<file path="config.mk">
export PLATFORM = sky130hd
export DESIGN_NAME = clk_div_mc
export DESIGN_NICKNAME = d
export VERILOG_FILES = /design/src/rtl/clk_div_mc.sv
export SDC_FILE = /design/constraint.sdc
export NUM_CORES = 1
export LEC_CHECK = 0
export BUFFER_PORTS_ARGS = -buffer_cell sky130_fd_sc_hd__buf_2
export CAP_MARGIN = 5
export CELL_PAD_IN_SITES_DETAIL_PLACEMENT = 1
export CELL_PAD_IN_SITES_GLOBAL_PLACEMENT = 1
export CORE_ASPECT_RATIO = 1.25
export CORE_UTILIZATION = 39
export CTS_CLUSTER_DIAMETER = 60
export DETAILED_ROUTE_END_ITERATION = 10
export HOLD_SLACK_MARGIN = 0.12
export PLACE_DENSITY_LB_ADDON = 0.2
export SETUP_SLACK_MARGIN = 0.05
export SLEW_MARGIN = 20
export SYNTH_ARGS = -nofsm -noshare
export SYNTH_HDL_FRONTEND = slang
export SYNTH_SLANG_ARGS = --single-unit
</file>
<file path="constraint.sdc">
create_clock -name i_clk -period 8.2 [get_ports i_clk]
set_clock_uncertainty 0.1 [all_clocks]
set_input_delay 1.64 -clock i_clk [delete_from_list [all_inputs] [get_ports i_clk]]
set_output_delay 1.64 -clock i_clk [all_outputs]
set_load 0.03 [all_outputs]
</file>
<file path="src/rtl/clk_div_mc.sv">
// Multi-channel runtime-programmable clock divider with per-channel rising-edge strobes and global sync.
// Optional CLK_DIV_ODD_HALF_EN: odd divisors get exact 50% duty via a negedge-delayed copy.
module clk_div_mc #(
  parameter int unsigned CH_NUM  = 2,
  parameter int unsigned CNT_W   = 16,
  parameter int unsigned DEF_DIV = 2
) (
  input  logic                    i_clk,
  input  logic                    rst_n,
  input  logic [CH_NUM*CNT_W-1:0] i_div_val,
  input  logic [CH_NUM-1:0]       i_load,
  input  logic                    i_sync,
  output logic [CH_NUM-1:0]       o_clk,
  output logic [CH_NUM-1:0]       o_stb,
  output logic [CH_NUM-1:0]       o_pend
);

  function automatic logic [CNT_W-1:0] clamp_div(input logic [CNT_W-1:0] v);
    return (v < CNT_W'(2)) ? CNT_W'(2) : v;
  endfunction

  for (genvar k = 0; k < CH_NUM; k++) begin : g_ch
    logic [CNT_W-1:0] n_q;
    logic [CNT_W-1:0] p_q;
    logic [CNT_W-1:0] cnt_q;
    logic [CNT_W-1:0] load_val;
    logic [CNT_W-1:0] last;
    logic [CNT_W:0]   hi;
    logic             pend_q;
    logic             clk_q;
    logic             stb_q;
    logic             boundary;

    assign load_val = clamp_div(i_div_val[k*CNT_W +: CNT_W]);
    assign last     = n_q - CNT_W'(1);
    assign boundary = (cnt_q == last);

`ifdef CLK_DIV_ODD_HALF_EN
    // posedge high time is floor(N/2); the negedge copy supplies the extra half cycle for odd N
    assign hi = {1'b0, n_q >> 1};
`else
    assign hi = ({1'b0, n_q} + (CNT_W+1)'(1)) >> 1;
`endif

    always_ff @(posedge i_clk or negedge rst_n) begin
      if (!rst_n) begin
        n_q    <= CNT_W'(DEF_DIV);
        p_q    <= CNT_W'(DEF_DIV);
        pend_q <= 1'b0;
        cnt_q  <= '0;
        clk_q  <= 1'b0;
        stb_q  <= 1'b0;
      end else begin
        if (i_sync) begin
          cnt_q <= '0;
          clk_q <= 1'b0;
          stb_q <= 1'b0;
          if (pend_q) n_q <= p_q;
        end else begin
          clk_q <= ({1'b0, cnt_q} < hi);
          stb_q <= (cnt_q == '0);
          cnt_q <= boundary ? '0 : cnt_q + CNT_W'(1);
          if (boundary && pend_q) n_q <= p_q;
        end
        // a load coinciding with a boundary or sync stays pending; the older value is what got applied
        if (i_load[k]) begin
          p_q    <= load_val;
          pend_q <= 1'b1;
        end else if (i_sync || boundary) begin
          pend_q <= 1'b0;
        end
      end
    end

`ifdef CLK_DIV_ODD_HALF_EN
    logic odd_q;
    logic neg_q;

    always_ff @(posedge i_clk or negedge rst_n) begin
      if (!rst_n) odd_q <= 1'b0;
      else        odd_q <= n_q[0];
    end

    always_ff @(negedge i_clk or negedge rst_n) begin
      if (!rst_n) neg_q <= 1'b0;
      else        neg_q <= clk_q & odd_q;
    end

    assign o_clk[k] = clk_q | neg_q;
`else
    assign o_clk[k] = clk_q;
`endif
    assign o_stb[k]  = stb_q;
    assign o_pend[k] = pend_q;
  end

endmodule

</file>
* Word-level counts from Yosys, hierarchy flattened
Index checks and enable logic that the tools add are counted.
** Word-level totals
- Bits in registers :: 102
- Latch bits :: 0
- RAM bits :: 0
- Memory bits (read-only) :: 0
- Output and inout port bits :: 6
- Logic and storage cells :: 58
- Memories kept :: 0
** Operators by class
- $add $sub $neg :: 6
- $mul :: 0
- Divide/modulo/power cells :: 0
- $lt $le $gt $ge :: 4
- Eq/ne operators :: 4
- Shift-type cells :: 0
- Multiplexer cells :: 20
- Bitwise logic cells :: 0
- Reduce and logical (&&, ||, !) cells :: 12
** Operator list (number)
- two-way mux 16 bit :: 12
- adder 16 x 1 -> 17 bit, second input constant :: 2
- adder 16 x 1 -> 16 bit, second input constant :: 2
- == test 16 bit :: 2
- logical NOT 16 bit :: 2
- < comparator 16 bit :: 2
- < comparator 16 x 2 -> 1 bit, second input constant :: 2
- subtractor 16 x 1 -> 16 bit, second input constant :: 2
- two-way mux 1 bit :: 8
- nonzero test 2 bit :: 4
- inequality test 2 x 1 -> 1 bit, second input constant :: 2
- AND reduction 2 bit :: 2
- logical AND 1 bit :: 2
- logical OR 1 bit :: 2

* Logic depth before layout (Yosys ltp)
- Depth in word-level cells :: 5
- Mapped depth :: 13
- Gate-level depth less buffers :: 13

* Worst setup path before layout
No wires, ideal clock.
- Kind :: reg2reg
- From :: register g_ch[0].n_q[0]
- To :: register g_ch[0].n_q[10]
- Library setup time :: 0.125 ns
- Arrival :: 3.075 ns
- Data required time :: 7.975 ns
- Path slack :: 4.899 ns
- Cell stages (with the launch flop) :: 12
- Buffers on the path :: 2
- Period minus slack after synthesis :: 3.301 ns
- Path through :: dfrtp_1 -> clkbuf_1 -> inv_1 -> ha_1 -> or4b_2 -> nor3_2 -> mux2i_1 -> o31ai_1 -> a2111oi_4 -> o21ai_4 -> buf_6 -> mux2_4
** On the way
- Longest elaborated chain between the ends :: 5
** Ends and longest elaborated chain
- from (decl) :: RTL line 23 : logic [CNT_W-1:0] n_q;
- from (signal assigned) :: RTL line 47 : n_q <= CNT_W'(DEF_DIV);
- from (signal assigned) :: RTL line 58 : if (pend_q) n_q <= p_q;
- from (signal assigned) :: RTL line 63 : if (boundary && pend_q) n_q <= p_q;
- subtractor 16 x 1 -> 16 bit :: RTL line 35 : assign last = n_q - CNT_W'(1);
- == test 16 bit :: RTL line 36 : assign boundary = (cnt_q == last);
- logical AND 1 bit :: RTL line 63
- nonzero test 2 bit (no source line)
- AND reduction 2 bit (no source line)
No other way between the ends.
A chain may end at the register's enable or synchronous reset.

* Worst setup path after layout
- From :: register g_ch[1].n_q[0]
- To :: register g_ch[1].n_q[10]
** On the way
- Longest elaborated chain between the ends :: 5
** Ends and longest elaborated chain (RTL line)
- from (decl) :: 23
- from (signal assigned) :: 47
- from (signal assigned) :: 58
- from (signal assigned) :: 63
- subtractor 16 x 1 -> 16 bit :: 35
- == test 16 bit :: 36
- logical AND 1 bit :: 63
- nonzero test 2 bit (no source line)
- AND reduction 2 bit (no source line)
No other way between the ends.

==> impl_metrics.json <==
{
  "status": "finished clean",
  "fin_tns_setup_ns": 0,
  "syn_area_per_cell_um2": 9.937,
  "fp.dieH_um": 148.2,
  "clk_pin_slew_ns": 0.08,
  "drive_gt1_share_pct": 19.68,
  "first_pass_iters": 4,
  "clock_path_buffers": 2,
  "cts_buffers": 9,
  "sw_frac_of_total_pct": 33.37,
  "finalHoldViolations": 0,
  "crit_chain": "inv_1 -> ha_1 -> nor3b_1 -> nand3b_1 -> o41ai_1 -> and4_1 -> a41o_1 -> mux2_2",
  "setup_violations": 0,
  "crit_slowest_cell": "a41o_1",
  "top_usage_layer": "met2",
  "coreArea_um2": 16780,
  "postRouteAntennaNets": 0,
  "root_buffer": "clkbuf_16",
  "ff2ff_path_depth": 8,
  "grt_usage_pct": 19.57,
  "clkPwrFrac_pct": 30.6,
  "rsz0062_at_grt": "false",
  "post_synth_num_cell_types": 57,
  "viasPerCell": 5.539,
  "vias": 4991,
  "antenna_found_initial": 0,
  "wl_mm": 16.32,
  "num_rows": 53,
  "maxCapViolCount": 0,
  "hold_path_end": "g_ch[1].p_q[4]$_DFFE_PN0P_",
  "gp_congestion": 0.7783,
  "fin_nets": 751,
  "synth_area_leader_cell": "dfrtp_1",
  "ys_seq_area_share_pct": 38.36,
  "p_switching_mw": 0.4653,
  "slew_headroom_pct": 36.93,
  "cts_tree": "yes",
  "fmax_mhz": 266.9,
  "async_flop_share_pct": 100.0,
  "ir_worst_vdd_mv": 0.09504,
  "overflow": 0,
  "slew_violations": 0,
  "cp_slowest_stage_delay_ns": 0.65,
  "setup_ws_ns": 4.453,
  "syn_inst": 671,
  "yosysWarnings": 0,
  "drt_iter0_markers": 170,
  "internal-power_mw": 0.9290,
  "grt_pass1_vias": 5340,
  "clkLatencyLatePin_ns": 0.35,
  "avgRoutedWirePerCell_um": 18.12,
  "p_per_area_nw_per_um2": 192.5,
  "seq_power_share_pct": 47.1,
  "synth_edf_count": 0,
  "grt_use_met2_pct": 38.63,
  "r2r_end": "g_ch[1].n_q[10]$_DFFE_PN0P_",
  "power.leakage_nw": 3.040,
  "grt_max_degree": 74,
  "grt_pass1_wl_mm": 27.26,
  "syn-cell-area_um2": 6668,
  "place_ws_ns": 4.070,
  "hp-start": "g_ch[1].p_q[4]$_DFFE_PN0P_",
  "antennaDiodeCount": 0,
  "syn_nets": 746,
  "post-route-period-util_pct": 45.70,
  "initial_core_util_pct": 39.74,
  "dieArea_um2": 17630,
  "synthTopCellsByArea": "dfrtp_1 (37%), mux2_2 (8.6%), ha_1 (7.1%)",
  "fin_crit_ns": 3.747,
  "cts_sinks": 102,
  "cp-end-kind": "register",
  "ys_seq_elements": 102,
  "path_delay_family": "compound AO/OA/AOI/OAI gates",
  "final_cell_count_no_fill": 901,
  "numPortBuffers": 42,
  "postCtsSetupRepairBufs": 0,
  "worstSetupPathType": "register to register",
  "synth_top_area_share_pct": 36.78,
  "grtUsageMet3_pct": 3.183,
  "die_w_um": 119.0,
  "io_pins": 43,
  "rr_startpoint": "g_ch[1].n_q[0]$_DFFE_PN0P_",
  "hold_path_class": "register to register",
  "arrival_ns": 3.89,
  "cts_hold_buf": 0,
  "dpl.hpwl_mm": 12.40,
  "drc_errors": 0,
  "synth.most_common_cell": "dfrtp_1",
  "reg2reg_slack_ns": 4.45,
  "cts_max_level": 3,
  "cts_resized": 0,
  "synth_commonest_cells": "dfrtp_1 (98), xnor2_1 (52), mux2_2 (51)",
  "crit_buf_inv": 1,
  "synthFlopType": "dfrtp_1",
  "worstMarginPinSlew_ns": 0.9461,
  "min_path_cells": 1,
  "met1_usage_pct": 21.01,
  "syn2layout_area_growth_pct": 8.632,
  "worstPathMaxFanout": 16,
  "startpoint_type": "register",
  "crit_required_ns": 8.34,
  "dp.cells": 884,
  "p_comb_share_pct": 22.3
}
[worst max path at each step]
| stage | start | end | depth (start not counted) |
|---|---|---|---|
| 2_1_floorplan | g_ch[0].n_q[0]$_DFFE_PN0P_ | g_ch[0].n_q[10]$_DFFE_PN0P_ | 11 |
| 3_3_place_gp | g_ch[0].n_q[0]$_DFFE_PN0P_ | g_ch[0].n_q[12]$_DFFE_PN0P_ | 9 |
| 3_5_place_dp | g_ch[0].n_q[0]$_DFFE_PN0P_ | g_ch[0].n_q[6]$_DFFE_PN0P_ | 9 |
| 4_1_cts | g_ch[0].n_q[0]$_DFFE_PN0P_ | g_ch[0].n_q[9]$_DFFE_PN0P_ | 9 |
| 5_1_grt | g_ch[1].n_q[0]$_DFFE_PN0P_ | g_ch[1].n_q[10]$_DFFE_PN0P_ | 8 |
| 6_report | g_ch[1].n_q[0]$_DFFE_PN0P_ | g_ch[1].n_q[10]$_DFFE_PN0P_ | 8 |
[through the flow]
| step | hold slack [ns] | total power, mW | util [%] | cell area (um2) |
|---|---|---|---|---|
| 2_1_floorplan | 0.3750 | 0.8881 | - | 6668 |
| 3_3_place_gp | 0.3839 | 0.9619 | 41.36 | 6939 |
| 3_5_place_dp | 0.3945 | 0.9809 | 41.36 | 6939 |
| 4_1_cts | 0.4144 | 1.419 | 43.13 | 7236 |
| 5_1_grt | 0.4221 | 1.480 | 43.17 | 7243 |
| 6_report | 0.4087 | 1.394 | 43.17 | 7243 |
[final cells by class]
class | instances | area, um2
fillers | 1875 | 9534
repair buffers | 45 | 235.2
clock buffers | 9 | 225.2
clock inverters | 7 | 71.32
well taps | 220 | 275.3
multi-input cells | 498 | 3804
flip-flops and latches | 102 | 2557
inverters | 20 | 75.07
[kinds of logic (layout without fill, tap and decap cells)]
kind of cell	count (synthesis)	in the layout	synth area share, %
buffers and inverters	71	81	4.597
muxes	64	64	11.24
DFF	102	102	38.36
and+or+nand+nor	245	245	20.00
adders and majority gates	38	38	7.131
xor gates and xnor gates	95	95	12.48
AOI/OAI and AO/OA	56	56	6.193
[routing by layer]
layer / up-vias / wire [um]
met5: - / 0
met1: 2532 / 6406
li1: 2397 / -
met2: 47 / 9307
met4: 0 / 273
met3: 15 / 337
[power by group through the flow]
stage                     registers [mW]  clock network, mW  logic (mW)
after floorplan                    0.596                  0       0.293
after global placement             0.664                  0       0.298
after detailed placement           0.668                  0       0.313
after CTS                          0.658              0.444       0.317
after global routing               0.668              0.462       0.350
final                              0.656              0.427       0.312
[registers in the layout (all words and copies together), names as in the netlist]
register     flops
g_ch.cnt_q      32
g_ch.p_q        32
g_ch.pend_q      2
g_ch.n_q        32
g_ch.clk_q       2
g_ch.stb_q       2
[cells in the final DEF (no fill, tap or decap), drive strengths merged, types with 10 or more instances in the layout]
| cell | Yosys | routed |
|---|---|---|
| ha | 38 | 38 |
| xnor2 | 52 | 52 |
| inv | 20 | 22 |
| buf | 23 | 45 |
| nor3 | 49 | 49 |
| xor2 | 43 | 43 |
| and3 | 12 | 12 |
| mux2 | 60 | 60 |
| nor2 | 29 | 29 |
| nand4 | 17 | 17 |
| dfrtp | 98 | 98 |
| nor4 | 21 | 21 |
| nand2 | 40 | 40 |
| nand3 | 30 | 30 |
| o21ai | 11 | 11 |
| a21oi | 10 | 10 |
(Power assumes the default switching activity.)
